$ cat src/rtl/sram_ecc_pkg.sv
// Shared constants and code layout for the SRAM page ECC encoder and its decoder.
package sram_ecc_pkg;

  localparam int unsigned WORD_W     = 16;
  localparam int unsigned PAGE_WORDS = 8;
  localparam int unsigned CODE_W     = 8;
  localparam int unsigned IDX_W      = $clog2(PAGE_WORDS);
  localparam int unsigned ACC_W      = CODE_W - 1;
  localparam int unsigned LO_W       = ACC_W - IDX_W;

  typedef logic [WORD_W-1:0] word_t;
  typedef logic [IDX_W-1:0]  idx_t;
  typedef logic [ACC_W-1:0]  acc_t;

  // code[6:0] = position-weighted parity, code[7] = bit 15 of the last word
  typedef struct packed {
    logic msb;
    acc_t parity;
  } code_t;

  localparam idx_t LAST_IDX = IDX_W'(PAGE_WORDS - 1);

endpackage

$ cat src/rtl/ecc_word_contrib.sv
// Combinational parity contribution of one page word to the running accumulator.
module ecc_word_contrib
  import sram_ecc_pkg::*;
(
  input  word_t data,
  input  idx_t  batch,
  output acc_t  contrib_c
);

  logic [LO_W-1:0]  lo;
  logic [IDX_W-1:0] hi;

  // Bits 0..14 sit at j = 16w + b + 1; bit 15 wraps into the next word's high index.
  always_comb begin
    lo = '0;
    hi = '0;
    for (int b = 0; b < int'(WORD_W) - 1; b++) begin
      if (data[b]) lo = lo ^ LO_W'(b + 1);
    end
    if (^data[WORD_W-2:0]) hi = hi ^ batch;
    if (data[WORD_W-1])    hi = hi ^ (batch + IDX_W'(1));
    contrib_c = {hi, lo};
  end

endmodule

$ cat src/rtl/sram_ecc_encoder.sv
// Streaming page ECC encoder: passes words through with one cycle of latency and
// emits the page code after an in-order word 7.
module sram_ecc_encoder
  import sram_ecc_pkg::*;
(
  input  logic              clk,
  input  logic              rst,
  input  logic              in_valid,
  input  logic [IDX_W-1:0]  in_batch,
  input  logic [WORD_W-1:0] in_data,
  output logic              out_valid,
  output logic [IDX_W-1:0]  out_batch,
  output logic [WORD_W-1:0] out_data,
  output logic              end_of_page,
  output logic [CODE_W-1:0] code,
  output logic              code_valid,
  output logic              seq_err
);

  logic  out_valid_q, out_valid_d;
  idx_t  out_batch_q, out_batch_d;
  word_t out_data_q,  out_data_d;
  logic  eop_q,       eop_d;
  code_t code_q,      code_d;
  logic  code_vld_q,  code_vld_d;
  logic  seq_err_q,   seq_err_d;
  acc_t  acc_q,       acc_d;
  idx_t  exp_q,       exp_d;

  acc_t  contrib;
  acc_t  acc_next;

  ecc_word_contrib u_contrib (
    .data      (in_data),
    .batch     (in_batch),
    .contrib_c (contrib)
  );

  assign acc_next = ((exp_q == '0) ? '0 : acc_q) ^ contrib;

  always_comb begin
    out_valid_d = in_valid;
    out_batch_d = in_batch;
    out_data_d  = in_data;
    eop_d       = 1'b0;
    code_d      = code_q;
    code_vld_d  = 1'b0;
    seq_err_d   = 1'b0;
    acc_d       = acc_q;
    exp_d       = exp_q;
    if (in_valid) begin
      if (in_batch == exp_q) begin
        exp_d = exp_q + IDX_W'(1);
        if (in_batch == LAST_IDX) begin
          code_d     = '{msb: in_data[WORD_W-1], parity: acc_next};
          code_vld_d = 1'b1;
          eop_d      = 1'b1;
          acc_d      = '0;
        end else begin
          acc_d = acc_next;
        end
      end else begin
        // A stray word 0 is treated as the start of a fresh page.
        seq_err_d = 1'b1;
        if (in_batch == '0) begin
          acc_d = contrib;
          exp_d = IDX_W'(1);
        end else begin
          acc_d = '0;
          exp_d = '0;
        end
      end
    end
  end

  always_ff @(posedge clk or posedge rst) begin
    if (rst) begin
      out_valid_q <= 1'b0;
      out_batch_q <= '0;
      out_data_q  <= '0;
      eop_q       <= 1'b0;
      code_q      <= '0;
      code_vld_q  <= 1'b0;
      seq_err_q   <= 1'b0;
      acc_q       <= '0;
      exp_q       <= '0;
    end else begin
      out_valid_q <= out_valid_d;
      out_batch_q <= out_batch_d;
      out_data_q  <= out_data_d;
      eop_q       <= eop_d;
      code_q      <= code_d;
      code_vld_q  <= code_vld_d;
      seq_err_q   <= seq_err_d;
      acc_q       <= acc_d;
      exp_q       <= exp_d;
    end
  end

  assign out_valid   = out_valid_q;
  assign out_batch   = out_batch_q;
  assign out_data    = out_data_q;
  assign end_of_page = eop_q;
  assign code        = code_q;
  assign code_valid  = code_vld_q;
  assign seq_err     = seq_err_q;

endmodule
$ cat config.mk
export PLATFORM = sky130hd
export DESIGN_NAME = sram_ecc_encoder
export DESIGN_NICKNAME = d
export VERILOG_FILES = /design/src/rtl/sram_ecc_pkg.sv /design/src/rtl/ecc_word_contrib.sv /design/src/rtl/sram_ecc_encoder.sv
export SDC_FILE = /design/constraint.sdc
export NUM_CORES = 1
export LEC_CHECK = 0
export CORE_MARGIN = 2
export CORE_UTILIZATION = 43
export DETAILED_ROUTE_END_ITERATION = 6
export GPL_TIMING_DRIVEN = 0
export PLACE_DENSITY = 0.87
export SETUP_SLACK_MARGIN = 0.4
export SYNTH_ARGS = -nofsm -noshare
export SYNTH_HDL_FRONTEND = slang
export SYNTH_SLANG_ARGS = --single-unit
$ cat constraint.sdc
create_clock -name clk -period 1.8 [get_ports clk]
set_input_delay 0.18 -clock clk [delete_from_list [all_inputs] [get_ports clk]]
set_output_delay 0.18 -clock clk [all_outputs]
set_load 0.01 [all_outputs]
==> flow_summary.ini <==
[layout]
fillCellCount = 309
post-route-util_pct = 70.32
nets = 285
regArea_um2 = 1001
areaGrowthSynthToFinish_pct = 54.87
n_antenna_cell = 0
multi_input_area_um2 = 1136
drive_gt1_share_pct = 33.20

[timing]
hold_violations = 0
timing.fmax_ghz = 0.5787
final.setup_skew_ns = 0.004778
setup_viol = 0
rsz0062_at_grt = yes
hold_slack_ns = 0.05077
max-slew-margin-rel_pct = 43.97
finalMaxSlewViolations = 0
finalCriticalPeriod_ns = 1.728
worst_pin_slew_ns = 0.8392
fin_crit_sh_pct = 95.99

[detailed_routing]
drt_iter0_drc = 90
drc = 0
via_per_inst = 5.203
vias = 1618
wire_per_inst_um = 16.54
ant_nets = 0
dr.pass1.iters = 6
routed_wl_um = 5143

[grt]
grt_usage_pct = 21.03
grt_first_pass_wirelength_um = 8266
grt-ovfl-total = 0
grt_pass1_vias = 1721
grt_max_degree = 41
antenna_found_initial = 0

[cts]
cts_num_sinks = 40
htree_levels = 2
cts_tree = yes
root_buffer = clkbuf_8
clockBufferDepth = 2
cts_buffers = 5
cts.clk_slew.worst_paths_ns = 0.08
clock_latency_ns = 0.30

[setup_path]
end_kind = flip-flop
cp.required_ns = 1.99
cp.arrival_ns = 1.92
rr_startpoint = exp_q[2]
cp-startpoint = in_data[3]
crit_type = in -> reg
path_max_fanout = 8
cp-start-kind = primary input

[synth]
yosysSeqAreaShare_pct = 49.94
yosys_register_bits = 40
ys_types = 37
synth-edff-count = 0
yosys-top-cells-area = dfrtp_1 (50%), xnor2_1 (6.6%), nand2_1 (5.2%)
synth_ff_type = dfrtp_1
synth_top_cell_by_area = dfrtp_1
synth.cell_area_um2 = 2004
syn-num-nets = 202
synth_top_area_share_pct = 49.94
async_reset_ff_share_pct = 100.0
synth_warnings = 0
avgSynthCellArea_um2 = 11.45
syn_inst = 175

[power_and_ir_drop]
power.density_nw_per_um2 = 924.2
switchingPower_uw = 884.5
p_clk_share_pct = 26.0
p_total_mw = 2.869
p_int_mw = 1.984
leakage_nw = 1.550
p_sw_share_pct = 30.83
comb_power_share_pct = 36.8
p_seq_share_pct = 37.3
vdd_drop_max_mv = 0.5950

[outcome]
status = finished, final reports clean

[die]
die_area_um2 = 5224
rows = 24
coreArea_um2 = 4414
io_pins = 53
initial_utilization_pct = 45.41
dieWidth_um = 72.28
die_h_um = 72.28

[worst_hold_path]
min_path_type = in -> reg
hp-start = in_data[12]

[placement]
hpwlAfterDp_um = 3133
routabilityCongestion = 0.8250
placement.io_buffers = 52

[flow_run]
drv_cap = 0
cells in the final DEF (no fill, tap or decap), types with 4 or more instances in the layout:
cell type | Yosys | layout
a21o_1 | 4 | 4
inv_1 | 12 | 9
nand2_2 | 0 | 6
nand2_1 | 28 | 21
ha_1 | 5 | 5
buf_6 | 0 | 6
buf_4 | 1 | 19
dlygate4sd2_1 | 0 | 6
o21ai_1 | 2 | 6
nor2b_1 | 4 | 4
dfrtp_1 | 40 | 40
clkbuf_8 | 0 | 5
xnor2_2 | 0 | 5
xor2_2 | 1 | 7
dlymetal6s2s_1 | 0 | 7
clkdlybuf4s50_1 | 0 | 25
clkdlybuf4s15_1 | 0 | 4
buf_2 | 0 | 4
xnor2_1 | 15 | 10
clkbuf_2 | 0 | 6
xnor3_1 | 4 | 4
cell usage after synthesis, types with 2 or more instances:
master / instances
dfrtp_1: 40
nand2_1: 28
xnor2_1: 15
inv_1: 12
o21ai_0: 8
xor2_1: 7
ha_1: 5
o221ai_1: 5
a21o_1: 4
mux2i_1: 4
nand3_1: 4
nor2b_1: 4
xnor3_1: 4
a21boi_0: 3
clkbuf_1: 3
nand4_1: 3
nand4b_1: 2
nor3_1: 2
o21ai_1: 2
xnor3_2: 2
xor3_1: 2
metrics by stage:
stage | worst slack, ns | instances | cell area [µm²] | TNS [ns]
2_1_floorplan | -0.02241 | 175 | 2046 | -0.02241
5_1_grt | 0.009865 | 311 | 3104 | 0
4_1_cts | -0.07304 | 304 | 2972 | -0.07525
6_report | 0.07210 | 311 | 3104 | 0
3_5_place_dp | -0.7362 | 279 | 2631 | -7.066
3_3_place_gp | -0.6810 | 279 | 2631 | -9.932
cell families after synthesis:
logic type	after synthesis	synth area share [%]
xor gates and xnor gates	31	19.66
muxes	5	2.559
DFF	40	49.94
and+or+nand+nor	49	11.67
buffers and inverters	17	3.371
adders and majority gates	5	3.121
AOI/OAI and AO/OA	28	9.676
power by group through the flow:
stage | clock network [mW] | registers (mW) | logic, mW
2_1_floorplan | 0 | 1.11 | 0.494
3_3_place_gp | 0 | 1.07 | 0.824
3_5_place_dp | 0 | 1.08 | 0.849
4_1_cts | 0.750 | 1.06 | 0.988
5_1_grt | 0.787 | 1.08 | 1.14
6_report | 0.745 | 1.07 | 1.05
sequential cells by signal (all words and copies together) (netlist names):
register / flops
code_valid: 1
out_batch: 3
out_data: 16
exp_q: 3
out_valid: 1
acc_q: 7
seq_err: 1
code: 8
layer usage:
layer | part of all wire [%] | up-vias | track usage, % | wire length, µm
li1 | - | 757 | - | -
met1 | 40 | 804 | 25.90 | 2074
met2 | 53 | 45 | 36.49 | 2713
met3 | 4.7 | 12 | 4.167 | 244
met4 | 2.1 | 0 | 7.966 | 110
met5 | 0 | - | 0 | 0
worst max-delay path: stages:
cell and delay (ns):
buf_2 0.13, xnor2_2 0.18, xnor3_1 0.44, xnor3_2 0.46, mux2i_2 0.22, nand2_1 0.08
a32o_1 0.22
timing repair:
action	CTS	global route
buffers inserted	16	6
hold buffers	0	1
endpoints found under the setup margin	21	27
hold endpoints to repair	0	1
resized for setup	58	50
gates cloned	1	0
pin swaps	25	13
worst paths after layout:
check                                     to  slack (ns)  cells past startpoint
worst max-delay path                 code[4]        0.07                      7
worst min-delay path            out_data[12]        0.05                      1
worst max register to register      acc_q[3]        0.11                      7
worst min register to register       code[6]        0.50                      2
max in group asynchronous       out_data[13]        0.91                      2
min in group asynchronous        out_data[7]        0.37                      2
final cells by class:
type                       instances  area share [%]
buffer                             5           1.290
clock buffer                       5           2.217
clock inverter                     3           1.370
inverter                          12           1.451
multi-input combinational        118           36.60
sequential                        40           32.25
tap                               52           2.096
timing repair buffer              76           22.73
Note: power is estimated with default switching activity, not from simulation.
